===== config.mk =====
export PLATFORM = sky130hd
export DESIGN_NAME = req_arbiter
export DESIGN_NICKNAME = d
export VERILOG_FILES = /design/src/rtl/arb_pkg.sv /design/src/rtl/arb_prio_pick.sv /design/src/rtl/req_arbiter.sv
export SDC_FILE = /design/constraint.sdc
export NUM_CORES = 1
export LEC_CHECK = 0
export CORE_AREA = 2 2 70 55
export CTS_CLUSTER_SIZE = 8
export DETAILED_ROUTE_END_ITERATION = 8
export DIE_AREA = 0 0 72 57
export GPL_ROUTABILITY_DRIVEN = 0
export SLEW_MARGIN = 10
export SYNTH_ARGS = -nofsm -noshare
export SYNTH_HDL_FRONTEND = slang
export SYNTH_HIERARCHICAL = 1
export SYNTH_SLANG_ARGS = --single-unit

===== constraint.sdc =====
create_clock -name clk -period 3.9 [get_ports clk]
set_clock_uncertainty 0.2 [all_clocks]
set_input_delay 0.39 -clock clk [delete_from_list [all_inputs] [get_ports clk]]
set_output_delay 0.39 -clock clk [all_outputs]
set_load 0.01 [all_outputs]

===== src/rtl/arb_pkg.sv =====
// Shared defaults and FSM state type for the request arbiter.
package arb_pkg;
  localparam int N_REQ_DEF = 4;
  localparam int ID_W_DEF  = 2;

  typedef enum logic {
    IDLE  = 1'b0,
    OWNED = 1'b1
  } arb_state_e;
endpackage


===== src/rtl/arb_prio_pick.sv =====
// Combinational picker: first set request found scanning upward from start, with wrap.
module arb_prio_pick
  import arb_pkg::*;
#(
  parameter int N_REQ = N_REQ_DEF,
  parameter int ID_W  = ID_W_DEF
) (
  input  logic [N_REQ-1:0] req,
  input  logic [ID_W-1:0]  start,
  output logic [N_REQ-1:0] onehot,
  output logic [ID_W-1:0]  id
);

  logic [ID_W-1:0] idx;

  // Scan from the far end back toward start so the nearest hit is written last.
  always_comb begin
    onehot = '0;
    id     = '0;
    idx    = '0;
    for (int k = N_REQ - 1; k >= 0; k--) begin
      idx = ID_W'((int'(start) + k) % N_REQ);
      if (req[idx]) begin
        onehot      = '0;
        onehot[idx] = 1'b1;
        id          = idx;
      end
    end
  end

endmodule


===== src/rtl/req_arbiter.sv =====
// Single-owner resource arbiter with hold timeout and a turnaround cycle between grants.
// ARB_ROUND_ROBIN_EN selects rotating priority; otherwise the highest index wins.
module req_arbiter
  import arb_pkg::*;
#(
  parameter int N_REQ    = N_REQ_DEF,
  parameter int ID_W     = $clog2(N_REQ),
  parameter int MAX_HOLD = 16
) (
  input  logic             clk,
  input  logic             reset,
  input  logic [N_REQ-1:0] req,
  input  logic             done,
  output logic [N_REQ-1:0] gnt,
  output logic [ID_W-1:0]  gnt_id,
  output logic             gnt_valid,
  output logic             timeout
);

  localparam int HC_W = $clog2(MAX_HOLD) + 1;
  localparam logic [HC_W-1:0] HOLD_LAST = HC_W'((MAX_HOLD == 0) ? 0 : MAX_HOLD - 1);

  arb_state_e       state, state_n;
  logic [N_REQ-1:0] gnt_n;
  logic [ID_W-1:0]  gnt_id_n;
  logic [HC_W-1:0]  hold_cnt, hold_n;
  logic             timeout_n;
  logic             hold_expired, owner_req, release_now;

  logic [N_REQ-1:0] pick_req, pick_oh, win_oh;
  logic [ID_W-1:0]  pick_start, pick_id, win_id;

`ifdef ARB_ROUND_ROBIN_EN
  logic [ID_W-1:0] rr_ptr, rr_ptr_n;

  assign pick_req   = req;
  assign pick_start = (rr_ptr == ID_W'(N_REQ - 1)) ? '0 : rr_ptr + ID_W'(1);
  assign win_oh     = pick_oh;
  assign win_id     = pick_id;
`else
  // Reverse the vector so a low-first scan from 0 yields highest-index priority.
  always_comb begin
    pick_req = '0;
    win_oh   = '0;
    for (int i = 0; i < N_REQ; i++) begin
      pick_req[i] = req[N_REQ-1-i];
      win_oh[i]   = pick_oh[N_REQ-1-i];
    end
  end
  assign pick_start = '0;
  assign win_id     = ID_W'(N_REQ - 1) - pick_id;
`endif

  arb_prio_pick #(.N_REQ(N_REQ), .ID_W(ID_W)) u_pick (
    .req    (pick_req),
    .start  (pick_start),
    .onehot (pick_oh),
    .id     (pick_id)
  );

  assign owner_req    = req[gnt_id];
  assign hold_expired = (MAX_HOLD != 0) && (hold_cnt == HOLD_LAST);
  assign release_now  = done || !owner_req || hold_expired;
  assign gnt_valid    = |gnt;

  always_comb begin
    state_n   = state;
    gnt_n     = gnt;
    gnt_id_n  = gnt_id;
    hold_n    = hold_cnt;
    timeout_n = 1'b0;
`ifdef ARB_ROUND_ROBIN_EN
    rr_ptr_n  = rr_ptr;
`endif
    case (state)
      IDLE: begin
        if (|req) begin
          state_n  = OWNED;
          gnt_n    = win_oh;
          gnt_id_n = win_id;
          hold_n   = '0;
`ifdef ARB_ROUND_ROBIN_EN
          rr_ptr_n = win_id;
`endif
        end
      end
      OWNED: begin
        if (release_now) begin
          state_n   = IDLE;
          gnt_n     = '0;
          gnt_id_n  = '0;
          // A coinciding done or request drop makes this an ordinary release.
          timeout_n = hold_expired && !done && owner_req;
        end else if (hold_cnt != '1) begin
          hold_n = hold_cnt + HC_W'(1);
        end
      end
      default: begin
        state_n  = IDLE;
        gnt_n    = '0;
        gnt_id_n = '0;
      end
    endcase
  end

  always_ff @(posedge clk) begin
    if (reset) begin
      state    <= IDLE;
      gnt      <= '0;
      gnt_id   <= '0;
      hold_cnt <= '0;
      timeout  <= 1'b0;
`ifdef ARB_ROUND_ROBIN_EN
      rr_ptr   <= '0;
`endif
    end else begin
      state    <= state_n;
      gnt      <= gnt_n;
      gnt_id   <= gnt_id_n;
      hold_cnt <= hold_n;
      timeout  <= timeout_n;
`ifdef ARB_ROUND_ROBIN_EN
      rr_ptr   <= rr_ptr_n;
`endif
    end
  end

endmodule


# == Word-level counts from Yosys, hierarchy flattened ==
# Cells that the tools add are included.
# Widths: inputs -> output; s select.
# word_totals
regBits,13
in_bits,7
out_inout_bits,8
elab_cells,50
# op_classes
n_addsub,2
order_cmp,1
eq_ne,6
n_mux,23
bitwise_logic,2
n_reduce_logical,11
# ops
cell,n
$mux 4,6
$mux 5,3
$mux 2,6
$pmux 5 s2,1
$pmux 4 s2,1
$reduce_or 4->1,2
$add 5x1->5 const B,1
$eq 5x4->1 const B,1
$ne 5x5->1 const B,1
$ne 2x1->1 const B,2
$ne 2x2->1 const B,2
$pmux 2 s2,1
$lt 2x3->1 const B,1
$mux 1,3
$reduce_and 3->1,1
$reduce_or 3->1,1
$bmux 1 s2,1
$logic_and 1x1->1,2
$logic_not 1->1,2
$logic_or 1x1->1,2
$not 1->1,2
$pmux 1 s2,1
$reduce_and 2->1,1
$sub 2x2->2 const A,1

# == Longest topological paths before layout ==
# Gate-level depths: netlist of run 1.
# logic_depth
depth_word,7
ltp_mapped,11
mapped_depth_nobuf,9

# == By module ==
# Netlist of run 1, hierarchy kept.
# modules_own_cells
mod,n_inst,cells_per_inst,area_each_um2,seq_area_each_um2
req_arbiter,1,68,664.4,260.2
arb_prio_pick,1,60,490.5,0.0

# == Worst setup path after synthesis of run 1 ==
# OpenSTA, ideal clock, no wires.
# synth_timing
path_kind,reg2reg
from,reg hold_cnt[0]
to,reg hold_cnt[3]
setup_time_ns,0.088
arrival_time_ns,1.876
required_time_ns,3.612
slack_ns,1.736
path_stages_with_launch,8
n_path_buf,0
synth_period_minus_slack_ns,2.164
path_cell_list,dfxtp_1 ha_1 and3_1 ha_1 nor4b_2 nand2_4 o21ba_1 a311oi_2
# synth_between
elab_chain_len,4
word_cells_on_any_way,10
cone_classes,add/sub (1); eq/ne (4); mux (3); reduce/logical (2)
# synth_rtl
element,line_no,text
"start, declared",req_arbiter.sv:26,"logic [HC_W-1:0] hold_cnt, hold_n;"
"start signal, assigned",req_arbiter.sv:120,hold_cnt <= hold_n;
$add 5x1->5 or $eq 5x4->1 (tied branches),"req_arbiter.sv:95, req_arbiter.sv:62",
$mux 5 or $logic_or 1x1->1 (tied branches),"req_arbiter.sv:94, req_arbiter.sv:63",
$mux 5 or $ne 2x2->1 (tied branches),--,
$pmux 5 s2 or $reduce_and 3->1 (tied branches),--,
# Parallel ways exist; a longest one is shown, timed or not. The select of a mux whose other input is x is not followed.
# A chain may end at the register's enable or synchronous reset.

# == Worst setup path after layout of run 1 ==
# layout_timing
from,in req[1]
to,reg gnt[1]
# layout_between
word_cells_on_any_way,14
cone_classes,eq/ne (2); mux (7); reduce/logical (5)
# layout_lines
element,line_no,text
"start, declared",req_arbiter.sv:12,"input logic [N_REQ-1:0] req,"
$mux 4 (3 in series),arb_prio_pick.sv:23,if (req[idx]) begin
net pick_oh[2],req_arbiter.sv:30,"logic [N_REQ-1:0] pick_req, pick_oh, win_oh;"
$mux 4,req_arbiter.sv:77,if (|req) begin
$pmux 4 s2,req_arbiter.sv:75,case (state)
"end signal, assigned",req_arbiter.sv:118,gnt <= gnt_n;
"end, declared",req_arbiter.sv:14,"output logic [N_REQ-1:0] gnt,"
# The timed path passes the listed nets, and every way through them passes these cells. The select of a mux whose other input is x is not followed.

==> results.md, run 1 <==
* Power share of the sequential group at a little under two fifths
* CTS tree: built
* Netlist cell types at 48
* PortBufs at 14
* Worst-Skew Late Latency at 0.25 ns
* Setup CP Type: in -> reg
* RSZ-0062 raised after global routing: false
* Die H at 57 um
* CP arrival at ~2.4 ns
* Vias at 1095
* Psw at between 0.0001 and 0.00015 W
* Layout Cells excl Fill at 198
* Yosys warns at 6
* Reg-to-reg slack, setup at ~1.5 ns
* Total global-route track usage at 14.1%
* Most used DFF post-synth: dfxtp_1
* DP Cell Count at 194
* Crit start category: input pin
* Clock transition at path regs at about 0.06 ns
* Slew Limit Fails at 0
* CTS max path bufs at 2
* Ant diodes at 0
* Largest net degree at the start of global routing at 14
* CP endpoint kind: register
* Root Buffer: clkbuf_8
* Register area share after synthesis at 22.5%
* Hpwl dp at 1990 um
* Row cnt at 19
* Status: finished, final reports clean
* Final hold violations at 0
* Delay-heaviest family, CP: multiplexers
* Clk sinks at 13
* Combinational power share at 32.0%
* Initial antenna violation count at 0
* Post-CTS sizing at 0
* ANT nets after route at 0
* Post-Syn Instances at about 130
* CP max FO at 12
* Num CTS Buffers at 3
* Tcrit/Tclk final at around 64%
* DRT Wirelength at 2740 um
* Post-route DRC violation count at 0
* Async set-reset flop share out of synthesis at 0%
* EDFF count, synth at 0
* Buf/Inv on CP at 1
* Clock power share at 30.6%
* Top cells by area, synth: dfxtp_1 23%, ha_1 12%, mux2_2 5.9%
* Worst path cell trace: clkdlybuf4s50_1 > mux4_1 > and2b_2 > a22oi_1 > a31oi_1 > a22oi_1 > nor2_1
* Slew Limit Headroom at ~61%
* Global route total overflow at 0
* Number of DRC markers in iteration 0 at 107
* Top cell type's share of synthesized area at 22.5%
* Die Footprint at about 4100 um^2
* #FFs+latches synth at 13
* Setup TNS Final at 0 ns
* WL per Instance at 13.8 um
* Core Box Area at 3490 um^2
* Setup violators final at 0
* Maximum vdd drop at 190 uV
* First-pass GRT wire length at 4620 um
* Mean Syn Cell Area at 9.02 um^2
* Die width at 72 um
* Sw Share at 32.2%
* Pwr/cell area at 280 nW/um^2
* Initial Util at 33.0%
* Maxcap violations at 0
* Critical path's largest stage delay at 0.63 ns
* Leading area contributor after synthesis: dfxtp_1
* Req. time, crit path at 3.82 ns
* IO Pins at 15
* Nets at 175
* Cell Area, Synth at 1150 um^2
* Fmax at 398 MHz
* Hold-fix buffers, CTS at 0
* Layout cells sized above 1 at 14.1%
* CP most frequent cell: a22oi_1
* Hold WC Path Type: reg -> reg
* Number of global-route vias before repair at 973
* H-tree depth at 1
* Measured slew at the worst slew-check pin at about 0.56 ns
* Setup Fix Bufs, Post-CTS at 0
* Area growth syn-to-layout at 23.1%
* Vias/cell at 5.53
* Critical Path Slowest Stage Cell: mux4_1
* Internal power at around 0.00027 W
* 1st-pass router iterations at 4
* Static leakage at 0.544 nW
* Final min period at approximately 2.5 ns
[cells by family (layout without fill, tap and decap cells)]
| kind of cell | Yosys count | count (layout) | synth area share [%] |
|---|---|---|---|
| multiplexers | 12 | 12 | 14.6 |
| buffers and inverters | 9 | 23 | 3.79 |
| flip-flops | 13 | 13 | 22.5 |
| other | 1 | 15 | 0.325 |
| AO/OA/AOI/OAI | 37 | 37 | 22.8 |
| AND/OR/NAND/NOR | 45 | 45 | 24.1 |
| adder cells (fa/ha/maj) | 11 | 11 | 11.9 |
[layout make-up]
class / count / area, um^2
clock buffer: 3 / 41.3
clock inverter: 1 / 5.00
fill: 344 / 2070
inverter: 5 / 18.8
multi-input combinational: 120 / 903
sequential: 13 / 260
tap: 42 / 52.6
timing repair buffer: 14 / 140
[path summary, 6_finish.rpt]
path / start / end / cells after the start
worst min-delay path: hold_cnt[2] / hold_cnt[2] / 1
worst max-delay path: req[1] / gnt[1] / 7
worst max register to register: hold_cnt[0] / hold_cnt[3] / 7
worst min register to register: hold_cnt[2] / hold_cnt[2] / 1
[through the flow]
step | hold WS (ns) | setup WS (ns) | cell area (um^2) | total power (W) | utilization, %
CTS | 0.297 | 1.43 | 1420 | 0.000392 | 40.7
global placement | 0.285 | 1.22 | 1380 | 0.000270 | 39.3
global route | 0.324 | 1.18 | 1420 | 0.000419 | 40.7
finish | 0.302 | 1.39 | 1420 | 0.000398 | 40.7
detailed placement | 0.280 | 1.17 | 1380 | 0.000272 | 39.3
floorplan | 0.246 | 1.74 | 1210 | 0.000233 | -
[per-layer routing]
layer	wire length [um]	vias up	track usage (%)
met4	14	0	4.31
li1	-	536	-
met1	1330	517	19.9
met2	1240	40	21.8
met5	0	-	0
met3	157	2	2.83
[layout by cell type, fill, tap and decap left out, types with 2 or more instances in the layout]
master / count
nand3_1: 5
o21ai_0: 4
nor2_1: 13
clkdlybuf4s50_1: 14
nor3b_1: 2
o2bb2ai_1: 2
inv_1: 5
a22oi_1: 7
mux2_2: 6
nand3b_1: 2
a21oi_1: 8
clkbuf_8: 3
nand4_1: 5
or4_1: 2
mux4_2: 2
a31oi_1: 4
a21o_1: 2
mux2i_1: 3
conb_1: 15
ha_1: 11
dfxtp_1: 13
nor3_1: 2
nand2_1: 2
[Yosys cell counts, types with 2 or more instances]
library cell	number
dfxtp_1	13
nor2_1	13
ha_1	11
a21oi_1	8
a22oi_1	7
mux2_2	6
inv_1	5
nand3_1	5
nand4_1	5
a31oi_1	4
o21ai_0	4
mux2i_1	3
a21o_1	2
mux4_2	2
nand2_1	2
nand3b_1	2
nor3_1	2
nor3b_1	2
o2bb2ai_1	2
or4_1	2
[state kept, by name, indices dropped and copies added, names as in the netlist]
name	flops
timeout	1
hold_cnt	5
gnt	4
gnt_id	2
state	1
[power by group through the flow]
| stage | combinational (W) | sequential [W] | clock [W] |
|---|---|---|---|
| after global placement | 0.000119 | 0.000151 | 0 |
| after detailed placement | 0.000121 | 0.000152 | 0 |
| after CTS | 0.000121 | 0.000149 | 0.000121 |
| final | 0.000128 | 0.000149 | 0.000122 |
| after floorplan | 0.0000830 | 0.000150 | 0 |
| after global routing | 0.000140 | 0.000150 | 0.000129 |
No activity file was read; power rests on OpenSTA's default activity.
==> run 2: changes to the inputs <==
clock period = 2.2 ns   (was 3.9 ns; I/O delays follow)
==> run 2 against run 1 <==
Clock power grew 80%; register-to-register slack worse by 1.4 ns; core utilization up 4.3 points; global-route usage grew 0.90 points; design area rose by 10%; first-iteration DRC count fell by 60%.
==> results.md, run 2 (synthesis results as in run 1) <==
* Hpwl dp at 2160 um (+8.6%)
* Maxcap violations at 0 (unchanged)
* CTS max path bufs at 2 (unchanged)
* Initial Util at 33.0% (unchanged)
* PortBufs at 14 (unchanged)
* Number of DRC markers in iteration 0 at 43 (-60%)
* Area growth syn-to-layout at 36.0%
* Largest net degree at the start of global routing at 14 (unchanged)
* Die width at 72 um (unchanged)
* Number of global-route vias before repair at 1114 (+14%)
* Reg with most FFs: hold_cnt
* Global route total overflow at 0 (unchanged)
* Worst-Skew Late Latency at 0.25 ns (about the same)
* Sw Share at 31.8% (-0.41 points)
* Setup slack after layout at 0.110 ns (-1.28 ns)
* Setup TNS Final at 0 ns (unchanged)
* CTS tree: built
* Vias/cell at 5.44 (-1.6%)
* Num CTS Buffers at 3 (unchanged)
* Die Footprint at 4100 um^2 (unchanged)
* Power share of the sequential group at 35.3% (-2.1 points)
* Worst hold margin at 0.294 ns (-0.00838 ns)
* Status: finished, final reports clean
* Design area at 1570 um^2 (+10%)
* Most frequent cells in the layout: 18 x buf_4, 15 x conb_1, 14 x clkdlybuf4s50_1
* Layout cells sized above 1 at 25.3% (+11 points)
* ANT nets after route at 0 (unchanged)
* Fmax at around 480 MHz
* Row cnt at 19 (unchanged)
* Die H at 57 um (unchanged)
* 1st-pass router iterations at 4 (unchanged)
* Busiest grt layer: met2
* Met3 usage at 3.53% (+0.71 points)
* Pwr/cell area at 475 nW/um^2 (+70%)
* Commonest non-fill, non-tap cell in the layout: buf_4
* Hold WC Path Type: reg -> reg
* CP max FO at 5 (-7)
* RSZ-0062 raised after global routing: false
* Place WS at -0.0673 ns (-1.24 ns)
* DRT Wirelength at 2870 um (+4.7%)
* Nets at 193 (+10%)
* Grt met1 use at 21.3% (+1.4 points)
* Crit start category: register
* Post-route DRC violation count at 0 (unchanged)
* Setup violators final at 0 (unchanged)
* Internal power at 0.000509 W (+88%)
* Final hold violations at 0 (unchanged)
* WL per Instance at 13.3 um (-4.1%)
* Layout fillers at 350 (+1.7%)
* Psw at 0.000237 W (+85%)
* Clock transition at path regs at 0.06 ns (about the same)
* Req. time, crit path at 2.16 ns (-1.66 ns)
* Total global-route track usage at 15.0% (+0.90 points)
* H-tree depth at 1 (unchanged)
* Clk sinks at 13 (unchanged)
* Core Box Area at 3490 um^2 (unchanged)
* Static leakage at 0.626 nW (+15%)
* Tcrit/Tclk final at 95.0%
* Setup CP Type: reg -> reg
* Max reg flops at 5 (unchanged)
* Combinational power share at 35.2% (+3.2 points)
* CP arrival at 2.05 ns (-0.38 ns)
* Met2 GRT Util at 23.0% (+1.2 points)
* IO Pins at 15 (unchanged)
* Slew Limit Fails at 0 (unchanged)
* Vias at 1176 (+7.4%)
* Final min period at about 2.1 ns
* Root Buffer: clkbuf_8
* Clock power share at 29.5% (-1.1 points)
* Biggest regs: hold_cnt: 5 flops, gnt: 4 flops, gnt_id: 2 flops
* Post-DP Area at 1500 um^2 (+9.3%)
* Maximum vdd drop at 287 uV (+51%)
* CP endpoint kind: register
* Initial antenna violation count at 0 (unchanged)
* Ant diodes at 0 (unchanged)
* First-pass GRT wire length at 4960 um (+7.3%)
-- run 2: cell types whose count changed in the layout (fill, tap and decap cells not counted) --
cell	before	now
and3_1	1	0
a21oi_1	8	7
ha_1	11	9
ha_2	0	2
buf_4	0	18
a21oi_2	0	1
and3_4	0	1
-- run 2: power groups by stage --
| stage | clock network, W | logic [W] | registers (W) |
|---|---|---|---|
| after floorplan | 0 | 0.000147 | 0.000266 |
| after global placement | 0 | 0.000245 | 0.000268 |
| after detailed placement | 0 | 0.000249 | 0.000268 |
| after CTS | 0.000228 | 0.000252 | 0.000263 |
| after global routing | 0.000240 | 0.000287 | 0.000266 |
| final | 0.000220 | 0.000263 | 0.000263 |
-- run 2: per-layer routing --
metal	part of all wire, %	vias to the layer above
met1	48	550
met3	5.4	6
li1	-	573
met2	45	47
met5	0	-
met4	1.4	0
-- run 2: path summary, 6_finish.rpt --
| check | cells past startpoint | end | slack (ns) | start |
|---|---|---|---|---|
| max | 8 | hold_cnt[3] | 0.11 | hold_cnt[0] |
| min | 1 | hold_cnt[3] | 0.29 | hold_cnt[3] |
| max reg2reg | 8 | hold_cnt[3] | 0.11 | hold_cnt[0] |
| min reg2reg | 1 | hold_cnt[3] | 0.29 | hold_cnt[3] |
-- run 2: layout make-up --
class                      count  area, um^2  share of cell area (%)
multi-input combinational    120         917                    58.4
timing repair buffer          32         275                    17.5
sequential                    13         260                    16.6
tap                           42        52.6                    3.35
clock buffer                   3        41.3                    2.63
inverter                       5        18.8                    1.20
clock inverter                 1        5.00                   0.319
-- run 2: through the flow --
step	cells	utilization, %	power [W]
floorplan	142	-	0.000413
detailed placement	211	43.0	0.000516
global route	216	44.9	0.000793
global placement	211	43.0	0.000513
finish	216	44.9	0.000746
CTS	216	44.5	0.000743
-- run 2: critical path: stages, from the launching register on --
cell and delay (ns):
dfxtp_1 0.33, ha_2 0.21, and3_4 0.19, ha_2 0.18
nor4b_2 0.25, buf_4 0.16, nand2_4 0.06, o21ba_1 0.20
a311oi_2 0.22
-- run 2: what timing repair did --
action,in CTS,in global routing
hold buffers,0,0
endpoints found under the setup margin,1,2
resized for setup,0,4
hold endpoints to repair,0,0
buffers inserted,1,0
==> run 3: changes to the inputs <==
CAP_MARGIN = 20   (was unset)
SLEW_MARGIN = 20   (was 10)
==> results of run 3 <==
No change in the layout: final DEF, timing and power equal those of run 2.
